==> src/rtl/booth_datapath_pkg.sv <==
// Shared definitions for the radix-2 Booth multiplier datapath: default width,
// control-vector bit positions for the c0..c6 strobes, and the c3 encoding.
package booth_datapath_pkg;

   localparam int W_DEF     = 8;
   localparam int CNT_W_DEF = $clog2(W_DEF);

   localparam int C0_BIT = 0;
   localparam int C1_BIT = 1;
   localparam int C2_BIT = 2;
   localparam int C3_BIT = 3;
   localparam int C4_BIT = 4;
   localparam int C5_BIT = 5;
   localparam int C6_BIT = 6;
   localparam int NUM_CTRL = 7;

   typedef enum logic {
      OP_ADD = 1'b0,
      OP_SUB = 1'b1
   } op_e;

endpackage

==> src/rtl/booth_addsub.sv <==
// N-bit ripple-carry adder/subtractor: s = a + b (sub=0) or a - b (sub=1),
// computed as a + (b ^ {N{sub}}) + sub with the final carry discarded.
module booth_addsub #(
   parameter int N = 9
) (
   input  logic [N-1:0] a,
   input  logic [N-1:0] b,
   input  logic         sub,
   output logic [N-1:0] s
);

   logic [N-1:0] b_x;

   assign b_x = b ^ {N{sub}};

   always_comb begin
      logic carry;
      s     = '0;
      carry = sub;
      // NOTE: blocking assignments here are intentional; carry must ripple
      // from bit to bit within a single evaluation of this block.
      for (int i = 0; i < N; i++) begin
         s[i]  = a[i] ^ b_x[i] ^ carry;
         carry = (a[i] & b_x[i]) | (carry & (a[i] ^ b_x[i]));
      end
   end

endmodule

==> src/rtl/booth_datapath.sv <==
// Radix-2 Booth multiplier datapath: operand, accumulator and counter registers
// driven by the control unit's c0..c6 strobes, with status bits returned to it.
module booth_datapath
   import booth_datapath_pkg::*;
#(
   parameter int W     = W_DEF,
   parameter int CNT_W = $clog2(W)
) (
   input  logic           clk,
   input  logic           rst_b,
   input  logic           c0,
   input  logic           c1,
   input  logic           c2,
   input  logic           c3,
   input  logic           c4,
   input  logic           c5,
   input  logic           c6,
   input  logic [W-1:0]   mcand,
   input  logic [W-1:0]   mplier,
   output logic           q0,
   output logic           q_1,
   output logic           count7,
   output logic [W-1:0]   outbus,
   output logic [2*W-1:0] product
);

   logic [NUM_CTRL-1:0] ctrl;
   logic [W:0]          a_q, a_d, sum;
   logic [W-1:0]        q_q, q_d, m_q, m_d, outbus_q, outbus_d;
   logic                qm1_q, qm1_d;
   logic [CNT_W-1:0]    cnt_q, cnt_d;
   logic                do_add, do_shift, sub;

   assign ctrl = {c6, c5, c4, c3, c2, c1, c0};

   // The decision cycle (c1) never lets the datapath move.
   assign do_add   = ctrl[C2_BIT] & ~ctrl[C1_BIT];
   assign do_shift = ctrl[C4_BIT] & ~ctrl[C1_BIT];
   assign sub      = (op_e'(ctrl[C3_BIT]) == OP_SUB);

   // A carries one extra sign bit so -2^(W-1) * -2^(W-1) cannot overflow.
   booth_addsub #(.N(W + 1)) u_addsub (
      .a   (a_q),
      .b   ({m_q[W-1], m_q}),
      .sub (sub),
      .s   (sum)
   );

   always_comb begin
      // NOTE: every _d gets its hold value first so no path leaves it
      // unassigned, which would otherwise infer a latch.
      a_d      = a_q;
      q_d      = q_q;
      m_d      = m_q;
      qm1_d    = qm1_q;
      cnt_d    = cnt_q;
      outbus_d = outbus_q;

      if (ctrl[C0_BIT]) begin
         a_d   = '0;
         q_d   = mplier;
         m_d   = mcand;
         qm1_d = 1'b0;
         cnt_d = '0;
      end else if (do_add) begin
         a_d = sum;
      end else if (do_shift) begin
         {a_d, q_d, qm1_d} = {a_q[W], a_q, q_q};
         cnt_d             = cnt_q + CNT_W'(1);
      end

      // Output bus loads independently of the A/Q/cnt update; low half wins.
      if (ctrl[C6_BIT]) begin
         outbus_d = q_q;
      end else if (ctrl[C5_BIT]) begin
         outbus_d = a_q[W-1:0];
      end
   end

   always_ff @(posedge clk) begin
      // NOTE: state registers use non-blocking assignments so all flops
      // update together from the values sampled at the edge.
      if (!rst_b) begin
         a_q      <= '0;
         q_q      <= '0;
         m_q      <= '0;
         qm1_q    <= 1'b0;
         cnt_q    <= '0;
         outbus_q <= '0;
      end else begin
         a_q      <= a_d;
         q_q      <= q_d;
         m_q      <= m_d;
         qm1_q    <= qm1_d;
         cnt_q    <= cnt_d;
         outbus_q <= outbus_d;
      end
   end

   assign q0      = q_q[0];
   assign q_1     = qm1_q;
   assign count7  = (cnt_q == CNT_W'(W - 1));
   assign outbus  = outbus_q;
   assign product = {a_q[W-1:0], q_q};

endmodule
==> config.mk <==
export PLATFORM = sky130hd
export DESIGN_NAME = booth_datapath
export DESIGN_NICKNAME = d
export VERILOG_FILES = /design/src/rtl/booth_datapath_pkg.sv /design/src/rtl/booth_addsub.sv /design/src/rtl/booth_datapath.sv
export SDC_FILE = /design/constraint.sdc
export NUM_CORES = 1
export LEC_CHECK = 0
export BUFFER_PORTS_ARGS = -buffer_cell sky130_fd_sc_hd__buf_4
export CAP_MARGIN = 40
export CORE_MARGIN = 2
export CORE_UTILIZATION = 40
export CTS_BUF_LIST = sky130_fd_sc_hd__clkbuf_2
export DETAILED_ROUTE_END_ITERATION = 7
export PLACE_DENSITY = 0.67
export SLEW_MARGIN = 20
export SYNTH_ARGS = -nofsm -noshare
export SYNTH_HDL_FRONTEND = slang
export SYNTH_SLANG_ARGS = --single-unit
==> constraint.sdc <==
create_clock -name clk -period 8.7 [get_ports clk]
set_clock_uncertainty 0.05 [all_clocks]
set_input_delay 0.435 -clock clk [delete_from_list [all_inputs] [get_ports clk]]
set_output_delay 0.435 -clock clk [all_outputs]
set_load 0.05 [all_outputs]
After elaboration in Yosys (flattened, before gate mapping):

Index checks and enable logic that the tools add are counted.
W data, S select, Z words.

* add/sub/neg operators: 1
* equality and inequality tests: 2
* muxes and demuxes: 7
* bitwise gates (word level): 48
* reductions and logical operators: 6

Operators with widths (number)
* $mux W8: 6
* $and A1 B1 Y1: 18
* $xor A1 B1 Y1: 18
* $mux W9: 1
* $xor A9 B9 Y9: 1
* $or A1 B1 Y1: 8
* $reduce_bool A2 Y1: 3
* $reduce_and A2 Y1: 2
* $add A3 B1 Y3 const B: 1
* $eq A3 B3 Y1 const B: 1
* $not A1 Y1: 3
* $ne A2 B2 Y1 const B: 1
* $reduce_or A2 Y1: 1

* register bits: 37
* bits of input ports: 25
* output and inout bits: 27
* logic and storage cells: 71

Logic depth before layout (Yosys ltp):

Gate-level depths: netlist (run 1).

* depth in word-level cells: 20
* gate-level depth with buffers: 14

Modules after synthesis:

Synthesis (run 1) repeated with hierarchy kept, for this count alone.

* cell total of the unflattened synthesis: 227
* area, all modules: 2075.7 sq um

Modules (own cells, without submodules)
* booth_datapath: instances 1, cells each 194, area an instance 1760.4 sq um
* booth_addsub: instances 1, cells each 33, area an instance 315.3 sq um

Least setup slack after synthesis (run 1):

No wires, ideal clock.

* kind: input port to flip-flop
* start: in c3
* end: reg a_q[8]
* library setup time: 0.132 ns
* arrival time: 3.793 ns
* data required time: 8.518 ns
* slack: 4.725 ns
* stages: 14
* path buffers: 1
* cell sequence: buf_2 > xnor2_1 > fa_1 > fa_1 > fa_1 > fa_1 > inv_1 > fa_1 > inv_1 > fa_1 > fa_1 > xor3_1 > o311ai_1 > o41ai_1

* longest elaborated chain between the ends: 20
* elaborated cells on any way between the ends: 36
* those cells by class: mux: 1; bitwise: 35

Ends and longest elaborated chain
* start: declaration: RTL line booth_datapath.sv:14 `input logic c3,`
* $xor A9 B9 Y9: RTL line booth_addsub.sv:14 `assign b_x = b ^ {N{sub}};`
* $xor A1 B1 Y1: RTL line booth_addsub.sv:24 `carry = (a[i] & b_x[i]) | (carry & (a[i] ^ b_x[i]));`
* $and A1 B1 Y1: RTL line booth_addsub.sv:24
* $or A1 B1 Y1: RTL line booth_addsub.sv:24
* $and A1 B1 Y1: RTL line booth_addsub.sv:24
* $or A1 B1 Y1: RTL line booth_addsub.sv:24
* $and A1 B1 Y1: RTL line booth_addsub.sv:24
* $or A1 B1 Y1: RTL line booth_addsub.sv:24
* [... 4 more ...]
* $and A1 B1 Y1: RTL line booth_addsub.sv:24
* $or A1 B1 Y1: RTL line booth_addsub.sv:24
* $and A1 B1 Y1: RTL line booth_addsub.sv:24
* $or A1 B1 Y1: RTL line booth_addsub.sv:24
* $and A1 B1 Y1: RTL line booth_addsub.sv:24
* $or A1 B1 Y1: RTL line booth_addsub.sv:24
* $xor A1 B1 Y1 *: RTL line booth_addsub.sv:23 `s[i] = a[i] ^ b_x[i] ^ carry;`
* $mux W9 *: RTL line booth_datapath.sv:65 `end else if (do_add) begin`
* end signal: assignment: RTL line booth_datapath.sv:84 `a_q <= '0;`
* end signal: assignment: RTL line booth_datapath.sv:91 `a_q <= a_d;`
* end: declaration: RTL line booth_datapath.sv:28 `logic [W:0] a_q, a_d, sum;`

Every way passes the cells marked *; elsewhere a longest branch is shown, timed or not. The select of a mux whose other input is x is not followed.
A chain may end at the register's enable or synchronous reset.

Final worst setup path (run 1):

* start: reg a_q[0]
* end: reg a_q[8]

* longest elaborated chain between the ends: 19
* elaborated cells on any way between the ends: 20
* those cells by class: mux: 1; bitwise: 19

Ends and longest elaborated chain (RTL line)
* $xor A1 B1 Y1: booth_addsub.sv:24
* $and A1 B1 Y1: booth_addsub.sv:24
* $or A1 B1 Y1 *: booth_addsub.sv:24
* $and A1 B1 Y1 *: booth_addsub.sv:24
* $or A1 B1 Y1 *: booth_addsub.sv:24
* $and A1 B1 Y1 *: booth_addsub.sv:24
* $or A1 B1 Y1 *: booth_addsub.sv:24
* $and A1 B1 Y1 *: booth_addsub.sv:24
* [... 3 more ...]
* $and A1 B1 Y1 *: booth_addsub.sv:24
* $or A1 B1 Y1 *: booth_addsub.sv:24
* $and A1 B1 Y1 *: booth_addsub.sv:24
* $or A1 B1 Y1 *: booth_addsub.sv:24
* $and A1 B1 Y1 *: booth_addsub.sv:24
* $or A1 B1 Y1 *: booth_addsub.sv:24
* $xor A1 B1 Y1 *: booth_addsub.sv:23
* $mux W9 *: booth_datapath.sv:65

Marked as above.

==> out/results.txt, run 1 <==
Run status: complete, no violations
Initial core utilization: 0.419
Hold Violations, Final: 0
Chip width: 74.5 um
Cell Chain, Critical Path: mux2i_1 -> fa_1 -> fa_1 -> fa_1 -> fa_1 -> inv_1 -> fa_1 -> inv_1 -> fa_1 -> fa_1 -> xor3_1 -> o311ai_1 -> o41ai_1
Max Cap Viol: 0
Max Freq: 259 MHz
Slowest-stage cell, CP: dfxtp_1
I/O pin count: 52
VDD IR max: 0.0607 mV
CTS tree: yes
Yosys cell types: 32
Layout Nets: 271
Post-Place Cells: 297
Worst hold stages: 3
DP Wirelength: 2.90 mm
Crit path setup slack, layout: 4.85 ns
Total GRT Usage: 0.156
Max Root-Sink Buffers: 2
Post-Syn Instances: 202
First-pass GRT wire length: 6.47 mm
RePlAce Congestion: 0.774
Crit start category: register
Cell Area, Synth: 1990 um2
Syn Nets: 236
Simple-gate share of the synthesized area: 0.126
Post-Place Worst Slack: 4.64 ns
Reg clk slew, reported paths: 0.20 ns
Initial DRC count: 56
Period utilization: 0.443
CORE AREA: 4750 um2
FF-to-FF End: a_q[8]
Drt pass-1 iters: 4
Area grow syn2layout: 19.3%
Hold-fix buffers at CTS: 0
WP data arrival: 4.08 ns
Port bufs: 51
Hold Path Origin: mplier[3]
Synth Area in Compound Gates: 0.137
WHS Endpoint: q_q[3]
Register area share after synthesis: 0.372
Final std cells w/o fill: 305
CTS Root Cell: clkbuf_2
Reg-to-reg slack, setup: 4.85 ns
WP data required: 8.92 ns
Critical R2R Launch: a_q[0]
Max_slew headroom: 0.548
FP Rows: 25
Worst-path maximum fanout: 6
RSZ-0062 raised after global routing: false
Synth Area in XOR/XNOR: 0.0471
CTS Buf Count: 5
Synth warnings: 0
Htree depth: 2
Post-Route Setup TNS: 0 ns
# DRC: 0
Synthesized area per cell: 9.85 um2
Maximum number of pins on one net before global-route repair: 27
Routed len/inst: 12.7 um
Worst Hold Class: input port to register
Area share of fa/ha/maj cells after synthesis: 0.0830
Post-route ant nets: 0
Slowest stage delay, CP: 0.45 ns
Worst setup EP type: register
DR vias: 1481
Via-to-Cell Ratio: 4.86
Initial antenna violation count: 0
Leakage power: 1.07 nW
R2r worst-path depth: 13
CP Class: register to register
Mux contribution to synthesized area: 0.141
Clock sinks: 37
Total Wirelength: 3.87 mm
Final setup viols: 0
Layout cells sized above 1: 0.248
Die Span Y: 74.5 um
CP most frequent cell: fa_1
Post CTS Setup Buffer Count: 0
N_diodes: 0
Synthesized flop and latch total: 37
Vias in the first global route: 1343
Total gr overflow: 0
Worst-margin pin slew: 0.678 ns
Main combinational cell family by area after synthesis: multiplexers
Most frequent cells in the layout: 51 x buf_4, 37 x dfxtp_1, 28 x mux2i_1, 16 x a21oi_1
Die area: 5560 um2
Commonest non-fill, non-tap cell in the layout: buf_4
Pwr dens: 160 nW/um2
CTS resizes: 0
Final min period: 3.85 ns
Max-slew violations: 0
Worst-Skew Late Latency: 0.39 ns
[area by class of cell]
type	count	area, um2
sequential	37	741
inverter	10	37.5
fill	481	2380
tap	67	83.8
clock buffer	5	25.0
timing repair buffer	51	383
multi-input combinational	132	1060
clock inverter	3	41.3
[power by group]
group / total [mW] / internal, mW / leakage [nW] / switching, mW
logic: 0.0886 / 0.0369 / 0.735 / 0.0517
clock network: 0.106 / 0.0476 / 0.0366 / 0.0580
registers: 0.186 / 0.178 / 0.304 / 0.00818
[state kept, by name, indices dropped and copies added (netlist names)]
| signal | flops |
|---|---|
| m_q | 8 |
| cnt_q | 3 |
| q_q | 8 |
| q_1 | 1 |
| outbus | 8 |
| a_q | 9 |
[worst max-delay path by stage]
stage	startpoint	endpoint	slack, ns	cells past startpoint
floorplan	c3	a_q[8]	4.73	14
global route	a_q[0]	a_q[8]	4.56	13
global placement	c3	a_q[8]	4.67	14
detailed placement	c3	a_q[8]	4.64	14
finish	a_q[0]	a_q[8]	4.85	13
CTS	a_q[0]	a_q[8]	4.84	13
[synth_stat cells (all sizes together)]
master | count | share of area
o21ai | 16 | 0.040
mux2i | 28 | 0.14
nor3 | 1 | 0.0025
xor2 | 2 | 0.0088
o41ai | 1 | 0.0044
xor3 | 1 | 0.012
a31oi | 1 | 0.0031
nor2 | 4 | 0.0075
clkbuf | 7 | 0.013
a21oi | 16 | 0.040
inv | 10 | 0.019
o21ba | 1 | 0.0050
xnor2 | 6 | 0.026
nor2b | 10 | 0.031
nand3 | 1 | 0.0025
dfxtp | 37 | 0.37
nand2 | 9 | 0.017
nor3b | 6 | 0.025
ha | 2 | 0.013
o311ai | 1 | 0.0044
nand2b | 2 | 0.0063
buf | 16 | 0.062
o221a | 7 | 0.040
or3b | 2 | 0.0088
fa | 7 | 0.070
and2 | 8 | 0.025
[metrics by stage]
stage                util  area (um2)  hold slack, ns  power [mW]
finish              0.499        2370           0.237       0.381
detailed placement  0.486        2310           0.444       0.279
global placement    0.486        2310           0.430       0.278
floorplan               -        1990           0.410       0.256
global route        0.499        2370           0.186       0.403
CTS                 0.499        2370           0.211       0.385
[worst max-delay path, delay by kind of cell, from the launching register on]
| kind | cells | cell delay (ns) |
|---|---|---|
| XOR/XNOR | 1 | 0.20 |
| adder cells (fa/ha/maj) | 7 | 2.44 |
| flip-flops | 1 | 0.45 |
| AO/OA/AOI/OAI | 2 | 0.34 |
| buffers and inverters | 2 | 0.12 |
| multiplexers | 1 | 0.12 |
[cell families (layout without fill, tap and decap cells)]
family,count (synthesis),in the layout
simple gates,43,43
xor+xnor,9,9
buf+inv,33,69
fa+ha+maj,9,9
compound gates,43,43
flops,37,37
mux,28,28
[routing by layer]
metal	global-route usage	up-vias	share of wire	routed length (um)
met3	0.0461	5	0.043	165
met4	0.0595	0	0.018	69
met2	0.248	31	0.47	1820
li1	-	755	-	-
met1	0.202	690	0.47	1810
met5	0	-	0	0
(Power assumes the default switching activity.)
==> inputs of run 2 (changes only) <==
==> constraint.sdc (replaced) <==
create_clock -name clk -period 3.75 [get_ports clk]
set_clock_uncertainty 0.05 [all_clocks]
set_input_delay 0.1875 -clock clk [delete_from_list [all_inputs] [get_ports clk]]
set_output_delay 0.1875 -clock clk [all_outputs]
set_load 0.05 [all_outputs]
==> run 2 against run 1 <==
Net effect: sequential cell count unchanged; final cell count increased by 1.6%; utilization increased by 0.76 points; combinational power increased by 140%; total power increased by 110%; largest power group unchanged; first-iteration DRC count decreased by 8.9%; cell area increased by 1.5%; die area unchanged; setup slack got worse by 4.8 ns; sequential share of layout area decreased by 0.42 points.
==> out/results.txt, run 2 (synthesis gave the netlist of run 1 again) <==
Final Instance Area: 2410 um2 (+1.5%)
Crit path setup slack, layout: 0.0321 ns (-4.81 ns)
Sw Share: 0.324 (+0.0139)
Total Wirelength: 4.07 mm (+5.3%)
Port bufs: 51 (unchanged)
Overall power: 0.810 mW (+110%)
Reg clk slew, reported paths: 0.17 ns (-0.03 ns)
Initial antenna violation count: 0 (unchanged)
Worst setup EP type: register
Worst-Skew Late Latency: 0.36 ns (-0.03 ns)
WP data required: 3.96 ns (-4.96 ns)
CP top delay family: adder cells
Max Freq: 269 MHz (+3.7%)
Most frequent cells in the layout: 55 x buf_4, 36 x dfxtp_1, 28 x mux2i_1, 16 x a21oi_1
Leakage power: 1.09 nW (+1.7%)
Clock network power share: 0.201 (-0.077)
CTS tree: yes
Maximum number of pins on one net before global-route repair: 27 (unchanged)
N_diodes: 0 (unchanged)
WP data arrival: 3.93 ns (-0.15 ns)
WP buf/inv: 2 (unchanged)
CORE AREA: 4750 um2 (unchanged)
Pwr dens: 336 nW/um2 (+110%)
Via-to-Cell Ratio: 4.95 (+1.8%)
Sw power: 0.262 mW (+120%)
Max_slew headroom: 0.526 (-0.0221)
Total GRT Usage: 0.162 (+0.00540)
# DRC: 0 (unchanged)
Clock sinks: 37 (unchanged)
Reg with most FFs: a_q
Worst-path maximum fanout: 2 (-4)
Finished Core Util: 0.507 (+0.00763)
Post CTS Setup Buffer Count: 0 (unchanged)
Post-Place Cells: 301 (+1.3%)
DR vias: 1533 (+3.5%)
Worst-margin pin slew: 0.710 ns (+0.0317 ns)
Worst hold slack: 0.0281 ns (-0.209 ns)
Total gr overflow: 0 (unchanged)
Drt pass-1 iters: 4 (unchanged)
Initial core utilization: 0.419 (unchanged)
Max FFs per register: 9 (unchanged)
Pint: 0.548 mW (+110%)
Area grow syn2layout: 21.1%
RePlAce Congestion: 0.811 (+4.9%)
Die area: 5560 um2 (unchanged)
DP Wirelength: 3.03 mm (+4.4%)
Commonest non-fill, non-tap cell in the layout: buf_4
Final std cells w/o fill: 310 (+1.6%)
Vias in the first global route: 1438 (+7.1%)
Max Cap Viol: 0 (unchanged)
First-pass GRT wire length: 6.78 mm (+4.7%)
Period utilization: 0.991 (+0.548)
I/O pin count: 52 (unchanged)
CP Class: register to register
Seq pwr share: 0.533 (+0.043)
Hold Violations, Final: 0 (unchanged)
Post-route ant nets: 0 (unchanged)
CP most frequent cell: fa_2
Routed len/inst: 13.1 um (+3.6%)
Run status: complete, no violations
CTS Buf Count: 5 (unchanged)
Post-Place Worst Slack: -0.0902 ns (-4.73 ns)
FP Rows: 25 (unchanged)
Cell Chain, Critical Path: xnor2_1 -> fa_2 -> fa_2 -> fa_2 -> fa_1 -> inv_1 -> fa_1 -> inv_1 -> fa_1 -> fa_2 -> xor3_1 -> o311ai_2 -> o41ai_1
Slowest-stage cell, CP: fa_2
Die Span Y: 74.5 um (unchanged)
Comb pwr share: 0.265 (+0.032)
Final min period: 3.72 ns (-0.136 ns)
Slowest stage delay, CP: 0.40 ns (-0.05 ns)
VDD IR max: 0.181 mV (+200%)
Worst Hold Class: input port to register
Fillers: 478 (-0.62%)
Htree depth: 2 (unchanged)
Final setup viols: 0 (unchanged)
Post-Route Setup TNS: 0 ns (unchanged)
RSZ-0062 raised after global routing: true
Crit start category: register
CTS Root Cell: clkbuf_2
Chip width: 74.5 um (unchanged)
Initial DRC count: 51 (-8.9%)
Layout cells sized above 1: 0.280 (+0.0319)
Layout Nets: 277 (+2.2%)
Max Root-Sink Buffers: 2 (unchanged)
Area of placed instances: 2340 um2 (+1.3%)
Max-slew violations: 0 (unchanged)
[run 2: cell count changes in the layout (fill, tap and decap cells not counted), moves of 2 or more]
| cell | change |
|---|---|
| fa_2 | +4 |
| dlygate4sd3_1 | +2 |
| buf_4 | +4 |
| fa_1 | -4 |
[run 2: what timing repair did]
item,4_1_cts,5_1_grt
setup endpoints to repair,1,1
hold buffers,1,1
pin swaps,2,1
resized for setup,5,1
endpoints found under the hold margin,1,1
[run 2: cell type report]
type | count | area (um2) | area share
flip-flops and latches | 37 | 742 | 0.308
clock buffers | 6 | 30.0 | 0.0125
well taps | 67 | 83.8 | 0.0348
multi-input cells | 132 | 1080 | 0.448
clock inverters | 1 | 3.75 | 0.00156
inverters | 10 | 37.5 | 0.0156
repair buffers | 57 | 433 | 0.180
[run 2: power groups by stage]
stage          Clock [mW]  Sequential (mW)  Combinational [mW]
4_1_cts             0.175            0.432               0.214
2_1_floorplan           0            0.471               0.122
3_3_place_gp            0            0.440               0.209
6_report            0.163            0.432               0.215
3_5_place_dp            0            0.440               0.212
5_1_grt             0.193            0.435               0.236
[run 2: metal layers]
metal  share of wire  routed length [um]  GRT usage  vias up
li1                -                   -          -      764
met1            0.46                1870      0.206      723
met3           0.041                 166     0.0407       10
met2            0.48                1940      0.265       36
met5               0                   0          0        -
met4           0.023                  93     0.0635        0
[run 2: worst paths after layout]
path	slack [ns]	endpoint	startpoint	depth (start not counted)
setup reg to reg	0.03	a_q[8]	m_q[1]	13
setup / recovery	0.03	a_q[8]	m_q[1]	13
hold reg to reg	0.47	cnt_q[1]	cnt_q[1]	2
hold / removal	0.03	m_q[4]	mcand[4]	3
[run 2: worst min-delay path, cell delays in order]
cell and delay (ns):
buf_4 0.08, mux2i_1 0.05, nor2b_1 0.09
